==> src/rtl/rd_ptr_empty.sv <==
// Read-side pointer / empty-flag generator for the dual-clock async FIFO.
// Optional read-domain fill level and threshold almost-empty: define RD_LEVEL_EN.
module rd_ptr_empty #(
  parameter int C_DEPTH_BITS    = 10,
  parameter int C_AEMPTY_THRESH = 4
) (
  input  logic                    RD_CLK,
  input  logic                    RD_RST,
  input  logic                    RD_EN,
  output logic                    RD_EMPTY,
  output logic                    RD_ALMOST_EMPTY,
  output logic                    RD_UNDERFLOW,
  output logic [C_DEPTH_BITS:0]   RD_COUNT,
  output logic [C_DEPTH_BITS-1:0] RD_PTR,
  output logic [C_DEPTH_BITS-1:0] RD_PTR_P1,
  input  logic [C_DEPTH_BITS-1:0] WR_PTR_GRAY,
  input  logic                    CMP_EMPTY
);

  localparam int AW = C_DEPTH_BITS;
  localparam int CW = C_DEPTH_BITS + 1;

  logic [AW-1:0] bin, bin_p1;
  logic [AW-1:0] bin_next, bin_p1_next;
  logic          e1, e2;
  logic          empty_next;
  logic          rd_ok;

  // A read is honoured only against the registered empty flag of this cycle.
  assign rd_ok       = RD_EN & ~e1;
  assign bin_next    = bin + AW'(rd_ok);
  assign bin_p1_next = bin_p1 + AW'(rd_ok);
  assign empty_next  = CMP_EMPTY | e2;
  assign RD_EMPTY    = e1;

  // NOTE: all state below uses non-blocking assignments so every register
  // samples the pre-edge values of its neighbours, as real flops do.
  always_ff @(posedge RD_CLK) begin
    if (RD_RST) begin
      bin          <= '0;
      bin_p1       <= AW'(1);
      RD_PTR       <= '0;
      RD_PTR_P1    <= AW'(1);
      e1           <= 1'b1;
      e2           <= 1'b1;
      RD_UNDERFLOW <= 1'b0;
    end else begin
      bin          <= bin_next;
      bin_p1       <= bin_p1_next;
      RD_PTR       <= bin_next ^ (bin_next >> 1);
      RD_PTR_P1    <= bin_p1_next ^ (bin_p1_next >> 1);
      // Assert empty at once, release only after two clean samples.
      e1           <= empty_next;
      e2           <= CMP_EMPTY;
      if (RD_EN && e1) RD_UNDERFLOW <= 1'b1;
    end
  end

`ifdef RD_LEVEL_EN
  logic [AW-1:0] wsync1, wsync2;
  logic [AW-1:0] wbin_s;
  logic [AW-1:0] diff;
  logic [CW-1:0] count_next;

  // NOTE: every combinational output gets a value on every path, so no
  // latch can be inferred.
  always_comb begin
    wbin_s = '0;
    for (int i = 0; i < AW; i++) wbin_s[i] = ^(wsync2 >> i);
  end

  // Equal pointers with the comparator showing not-empty means a full FIFO.
  assign diff       = wbin_s - bin_next;
  assign count_next = (diff == '0 && !empty_next) ? {1'b1, {AW{1'b0}}}
                                                  : {1'b0, diff};

  always_ff @(posedge RD_CLK) begin
    if (RD_RST) begin
      wsync1          <= '0;
      wsync2          <= '0;
      RD_COUNT        <= '0;
      RD_ALMOST_EMPTY <= 1'b1;
    end else begin
      wsync1          <= WR_PTR_GRAY;
      wsync2          <= wsync1;
      RD_COUNT        <= count_next;
      RD_ALMOST_EMPTY <= (count_next <= CW'(C_AEMPTY_THRESH)) | empty_next;
    end
  end
`else
  logic unused_wr_ptr;

  assign unused_wr_ptr   = ^WR_PTR_GRAY;
  assign RD_COUNT        = '0;
  assign RD_ALMOST_EMPTY = e1;
`endif

endmodule
==> config.mk <==
export PLATFORM = sky130hd
export DESIGN_NAME = rd_ptr_empty
export DESIGN_NICKNAME = d
export VERILOG_FILES = /design/src/rtl/rd_ptr_empty.sv
export SDC_FILE = /design/constraint.sdc
export NUM_CORES = 1
export LEC_CHECK = 0
export CAP_MARGIN = 20
export CORE_UTILIZATION = 45
export DETAILED_ROUTE_END_ITERATION = 12
export PLACE_DENSITY = 0.87
export SYNTH_ARGS = -nofsm -noshare
export SYNTH_HDL_FRONTEND = slang
export SYNTH_SLANG_ARGS = --single-unit
==> constraint.sdc <==
create_clock -name RD_CLK -period 2.1 [get_ports RD_CLK]
set_clock_uncertainty 0.2 [all_clocks]
set_input_delay 0.21 -clock RD_CLK [delete_from_list [all_inputs] [get_ports RD_CLK]]
set_output_delay 0.21 -clock RD_CLK [all_outputs]
set_load 0.05 [all_outputs]
==> flow_metrics.py, run 1 <==
metrics = {
    "run_status": {
        "status": "complete, but fails checks",
        "violations": "design-rule violations, negative hold slack",
    },
    "logic_synthesis": {
        "ys_seq_area_share_pct": 40.1,
        "ys_warn_count": 0,
        "synth_ff_type": "dfxtp_1",
        "post-synth-top-area-fraction_pct": 40.1,
        "synth_cells": 226,
        "synth_cell_types": 44,
        "synth_top_area_cell": "dfxtp_1",
        "synth-edff-count": 0,
        "synthTopCellsByCount": "dfxtp_1 (41), buf_4 (19), nor2_1 (18)",
        "synth.area.top_cells": "dfxtp_1 (40%), buf_4 (7.0%), xor2_1 (4.3%)",
        "syn_avg_cell_area_um2": 9.06,
        "yosysMostFrequentCell": "dfxtp_1",
        "netlist_area_um2": 2050,
        "async_reset_ff_share_pct": 0,
        "ys_ff_latch": 41,
    },
    "routing": {
        "vias_per_cell": 5.30,
        "vias": 1674,
        "ant_nets": 0,
        "wire_per_inst_um": 13.3,
        "drtPass1Iterations": 8,
        "drt_iter0_drc": 111,
        "routed_wl_um": 4190,
        "route.detailed.drc": 1,
    },
    "layout": {
        "antenna_cells_inserted": 0,
        "post-route-util_pct": 60.0,
        "nets": 283,
        "nFillCells": 357,
        "multiInputGateArea_um2": 1170,
        "drive_above_1_share_pct": 22.0,
        "syn_to_final_growth_pct": 27.6,
        "ff_latch_area_um2": 825,
    },
    "clocking": {
        "clock_latency_ns": 0.30,
        "cts_made_buffers": 5,
        "cts_tree": "built",
        "clockBufferDepth": 2,
        "cts_num_sinks": 41,
        "cts_hold_buf": 0,
        "htree_levels": 2,
        "cts_root_buf": "clkbuf_8",
        "clkSlewWorstSetupHoldPaths_ns": 0.07,
    },
    "worst_setup_path": {
        "worstSetupPathType": "register to register",
        "crit_buf_inv": 1,
        "critPathArrivalTime_ns": 2.05,
        "slowest_stage": "or3_1",
        "cp-end-kind": "register",
        "slowest_delay_ns": 0.38,
        "cpLargestDelayFamily": "simple AND/OR/NAND/NOR gates",
        "cp-start-kind": "register",
        "path_max_fanout": 6,
        "r2r_end": "RD_PTR[7]",
        "regToRegSetupSlack_ns": 0.04,
        "worst-endpoint-required_ns": 2.09,
        "reg2reg_depth": 7,
        "path_cells": "nor2b_4 > ha_4 > buf_6 > nand3_1 > or3_1 > a21boi_4 > mux2_4",
        "r2r_start": "RD_ALMOST_EMPTY",
    },
    "placed_design": {
        "dp_hpwl_um": 2750,
        "port_buffers": 26,
        "gp_congestion": 0.834,
    },
    "global_route": {
        "grtUsageTotal_pct": 17.3,
        "grt_antenna_before_repair": 0,
        "grt_pass1_wl_um": 6710,
        "grt_pass1_vias": 1496,
        "grt_start_max_net_pins": 16,
        "gr-total-overflow": 0,
    },
    "sta": {
        "drv_slew": 0,
        "final_hold_viol_count": 1,
        "finalSetupViolCount": 0,
        "max_slew_margin_pct": 62.4,
        "min_period_ns": 2.06,
        "worstMarginPinSlew_ns": 0.562,
        "clock.fmax_ghz": 0.485,
        "hold_slack_ns": -0.00459,
        "finalCritPeriodShare_pct": 98.2,
    },
    "pwr": {
        "leakage_nw": 1.03,
        "finalPower_mw": 1.42,
        "power_density_nw_per_um2": 543,
        "ir_drop_v": 0.000429,
    },
    "floorplanning": {
        "core-area_um2": 4350,
        "dieArea_um2": 4820,
        "die_y_um": 69.4,
        "die_width_um": 69.4,
        "num_rows": 24,
        "design.portCount": 48,
        "initial_core_util_pct": 47.0,
    },
    "worst_hold_path": {
        "min_to": "RD_UNDERFLOW",
        "worstHoldPathType": "input port to register",
        "hold_depth": 3,
        "holdCritStartpoint": "RD_EN",
    },
    "job": {
        "drv_cap": 0,
    },
}
[power breakdown]
part | leakage (nW) | total (mW) | internal (mW) | switching (mW)
sequential | 0.331 | 0.787 | 0.782 | 0.00437
combinational | 0.657 | 0.109 | 0.0274 | 0.0820
clock | 0.0443 | 0.523 | 0.261 | 0.262
total | 1.03 | 1.42 | 1.07 | 0.349
[logic make-up after synthesis]
logic type | share of synthesized area (%)
flops | 40.1
fa+ha+maj | 3.06
mux | 4.89
xor+xnor | 8.37
other cells | 0.183
compound gates | 13.1
simple gates | 20.1
buf+inv | 10.1
[sequential cells by signal, indices dropped and copies added (netlist names)]
register         cells
RD_ALMOST_EMPTY      1
RD_PTR              10
RD_PTR_P1           10
RD_UNDERFLOW         1
bin                  9
bin_p1               9
e2                   1
[per-stage QoR]
step                      area (µm²)  setup slack [ns]  TNS [ns]  hold slack (ns)  cells
after floorplan                 2120           -0.0156   -0.0156            0.112    236
after global placement          2420            -0.298     -2.98            0.199    308
after detailed placement        2420            -0.355     -3.73            0.202    308
after CTS                       2530           0.00296         0            0.222    315
after global routing            2610           -0.0139   -0.0267           0.0312    316
final                           2610            0.0374         0         -0.00459    316
[worst min-delay path, stage by stage]
cell            delay, ns
dlymetal6s2s_1       0.10
a21oi_1              0.07
nor2_1               0.07
[final cells by class]
cell class	instances	area share (%)
repair buffers	50	17.1
multi-input cells	162	45.0
clock buffers	7	3.30
flip-flops and latches	41	31.6
inverters	4	0.575
well taps	52	2.49
[per-layer routing]
metal | part of all wire, % | up-vias | global-route usage (%)
met5 | 0 | - | 0
met4 | 1.4 | 0 | 6.58
met3 | 4.4 | 5 | 4.51
met2 | 50 | 42 | 28.3
met1 | 44 | 801 | 21.7
li1 | - | 826 | -
[layout by cell type (no fill, tap or decap), drive strengths merged, types with 10 or more instances in the layout]
| master | n |
|---|---|
| buf | 24 |
| a21oi | 13 |
| xor2 | 10 |
| dfxtp | 41 |
| clkdlybuf4s50 | 25 |
| nand2 | 10 |
| nand3 | 11 |
| conb | 11 |
| nor2 | 18 |
[how the worst max path moves through the flow]
stage	from	to	depth (start not counted)
after detailed placement	RD_EN	RD_PTR_P1[6]	8
after global routing	RD_ALMOST_EMPTY	RD_PTR[8]	7
final	RD_ALMOST_EMPTY	RD_PTR[7]	7
after CTS	RD_EN	RD_PTR[4]	9
after global placement	RD_EN	RD_PTR_P1[6]	8
after floorplan	RD_ALMOST_EMPTY	RD_PTR[8]	8
[repair_timing]
item	CTS	global route
pin swaps	2	5
gates resized for setup	3	15
setup endpoints to repair	4	7
hold endpoints to repair	0	0
setup buffers	0	1
(Power assumes the default switching activity.)
==> run 2: changes to the inputs <==
- PLACE_DENSITY: 0.87 -> unset
- PLACE_DENSITY_LB_ADDON: unset -> 0.3
==> run 2 against run 1 <==
  * The flow now finishes without violations
  * Critical endpoint unchanged
  * Highest routed layer unchanged
  * Critical path depth unchanged
  * Cell area is 2.3% lower
  * Cell count fell by 0.95%
  * Largest cell class unchanged
==> flow_metrics.py, run 2 (same netlist as run 1, synthesis figures left out) <==
metrics = {
    "routing": {
        "ant_nets": 0,
        "wire_per_inst_um": 12.1,
        "routed_wl_um": 3780,
        "drt_iter0_drc": 54,
        "vias_per_cell": 5.00,
        "drtPass1Iterations": 4,
        "vias": 1564,
        "route.detailed.drc": 0,
    },
    "sta": {
        "finalSetupViolCount": 0,
        "worstMarginPinSlew_ns": 0.506,
        "hold_slack_ns": 0.00587,
        "finalCritPeriodShare_pct": 94.7,
        "final_hold_viol_count": 0,
        "drv_slew": 0,
        "min_period_ns": 1.99,
        "grt_setup_unrepaired": "no",
        "max_slew_margin_pct": 66.2,
        "clock.fmax_ghz": 0.503,
        "tns_ns": 0,
    },
    "pwr": {
        "p_clk_share_pct": 37.0,
        "power_frac_comb_pct": 7.5,
        "leakage_nw": 1.00,
        "power_frac_seq_pct": 55.5,
        "internal-power_mw": 1.08,
        "power_density_nw_per_um2": 556,
        "ir_drop_v": 0.000366,
        "p_sw_share_pct": 24.1,
        "p_sw_mw": 0.342,
    },
    "worst_setup_path": {
        "slowest_delay_ns": 0.37,
        "path_cells": "nor2b_4 > ha_4 > buf_6 > nand3_2 > or3_1 > a21boi_1 > mux2_1",
        "worst-endpoint-required_ns": 2.08,
        "critPathArrivalTime_ns": 1.97,
        "cp-start-kind": "register",
        "slowest_stage": "or3_1",
        "cp-end-kind": "register",
        "worstSetupPathType": "register to register",
        "cpLargestDelayFamily": "simple AND/OR/NAND/NOR gates",
        "path_max_fanout": 6,
        "crit_buf_inv": 1,
    },
    "placed_design": {
        "port_buffers": 26,
        "dp_hpwl_um": 2520,
        "placed_cell_area_um2": 2410,
        "gp_congestion": 0.810,
    },
    "floorplanning": {
        "die_y_um": 69.4,
        "initial_core_util_pct": 47.0,
        "design.portCount": 48,
        "num_rows": 24,
        "dieArea_um2": 4820,
        "die_width_um": 69.4,
        "core-area_um2": 4350,
    },
    "layout": {
        "layout_commonest_cell": "dfxtp_1",
        "final_cell_mix": "dfxtp_1 (40), clkdlybuf4s50_1 (25), nor2_1 (18), buf_4 (18), a21oi_1 (13)",
        "drive_above_1_share_pct": 18.4,
        "syn_to_final_growth_pct": 24.6,
        "multiInputGateArea_um2": 1130,
        "nFillCells": 396,
        "nets": 279,
        "reg.largest.list": "RD_PTR (10), RD_PTR_P1 (10)",
        "ff_latch_area_um2": 825,
        "design_area_um2": 2550,
        "antenna_cells_inserted": 0,
    },
    "clocking": {
        "clkSlewWorstSetupHoldPaths_ns": 0.07,
        "htree_levels": 2,
        "cts_made_buffers": 5,
        "post_cts_buffers": 0,
        "clockBufferDepth": 2,
        "cts_root_buf": "clkbuf_8",
        "clock_latency_ns": 0.29,
        "cts_num_sinks": 41,
        "cts_tree": "built",
    },
    "global_route": {
        "grtUsageTotal_pct": 17.3,
        "grt_antenna_before_repair": 0,
        "grt_start_max_net_pins": 38,
        "grt_pass1_wl_um": 6720,
        "grt_pass1_vias": 1483,
        "gr-total-overflow": 0,
    },
    "worst_hold_path": {
        "worstHoldPathType": "input port to register",
    },
    "run_status": {
        "status": "complete, no violations",
    },
    "job": {
        "drv_cap": 0,
    },
}
run 2: power by group through the flow:
stage	clock (mW)	combinational, mW	sequential (mW)
after floorplan	0	0.0851	0.817
after global placement	0	0.105	0.804
after detailed placement	0	0.106	0.804
after CTS	0.545	0.106	0.786
after global routing	0.575	0.114	0.787
final	0.525	0.107	0.786
run 2: path summary, 6_finish.rpt:
check / startpoint / to / slack [ns] / cells past startpoint
worst max-delay path: RD_ALMOST_EMPTY / RD_PTR[7] / 0.11 / 7
worst min-delay path: RD_EN / RD_UNDERFLOW / 0.006 / 3
worst max register to register: RD_ALMOST_EMPTY / RD_PTR[7] / 0.11 / 7
worst min register to register: e2 / RD_ALMOST_EMPTY / 0.22 / 1
run 2: repair_timing:
| action | in CTS | in global routing |
|---|---|---|
| gates resized for setup | 2 | 8 |
| hold buffers | 0 | 0 |
| pin swaps | 0 | 6 |
| endpoints found under the setup margin | 2 | 11 |
run 2: tightest hold or removal path, delay by kind of cell:
family,cells,cell delay (ns)
buf+inv,1,0.10
compound gates,1,0.07
simple gates,1,0.07
run 2: cell type report:
class | count | share of cell area [%]
multi-input combinational | 162 | 44.2
sequential | 41 | 32.3
timing repair buffer | 46 | 16.8
clock buffer | 8 | 3.53
tap | 52 | 2.55
inverter | 4 | 0.589
run 2: through the flow:
stage               setup slack [ns]  total power [mW]  util (%)  cells
detailed placement            -0.328             0.909      55.4    305
floorplan                    -0.0156             0.902         -    236
CTS                          0.00996              1.44      57.6    313
global placement              -0.310             0.909      55.4    305
global route                 0.00620              1.48      58.6    313
finish                         0.112              1.42      58.6    313
run 2: metal layers:
metal | routed length [µm] | share of wire, % | GRT usage, %
met1 | 1960 | 52 | 22.9
met2 | 1600 | 42 | 26.3
met3 | 140 | 3.7 | 4.51
met4 | 78 | 2.1 | 8.16
met5 | 0 | 0 | 0
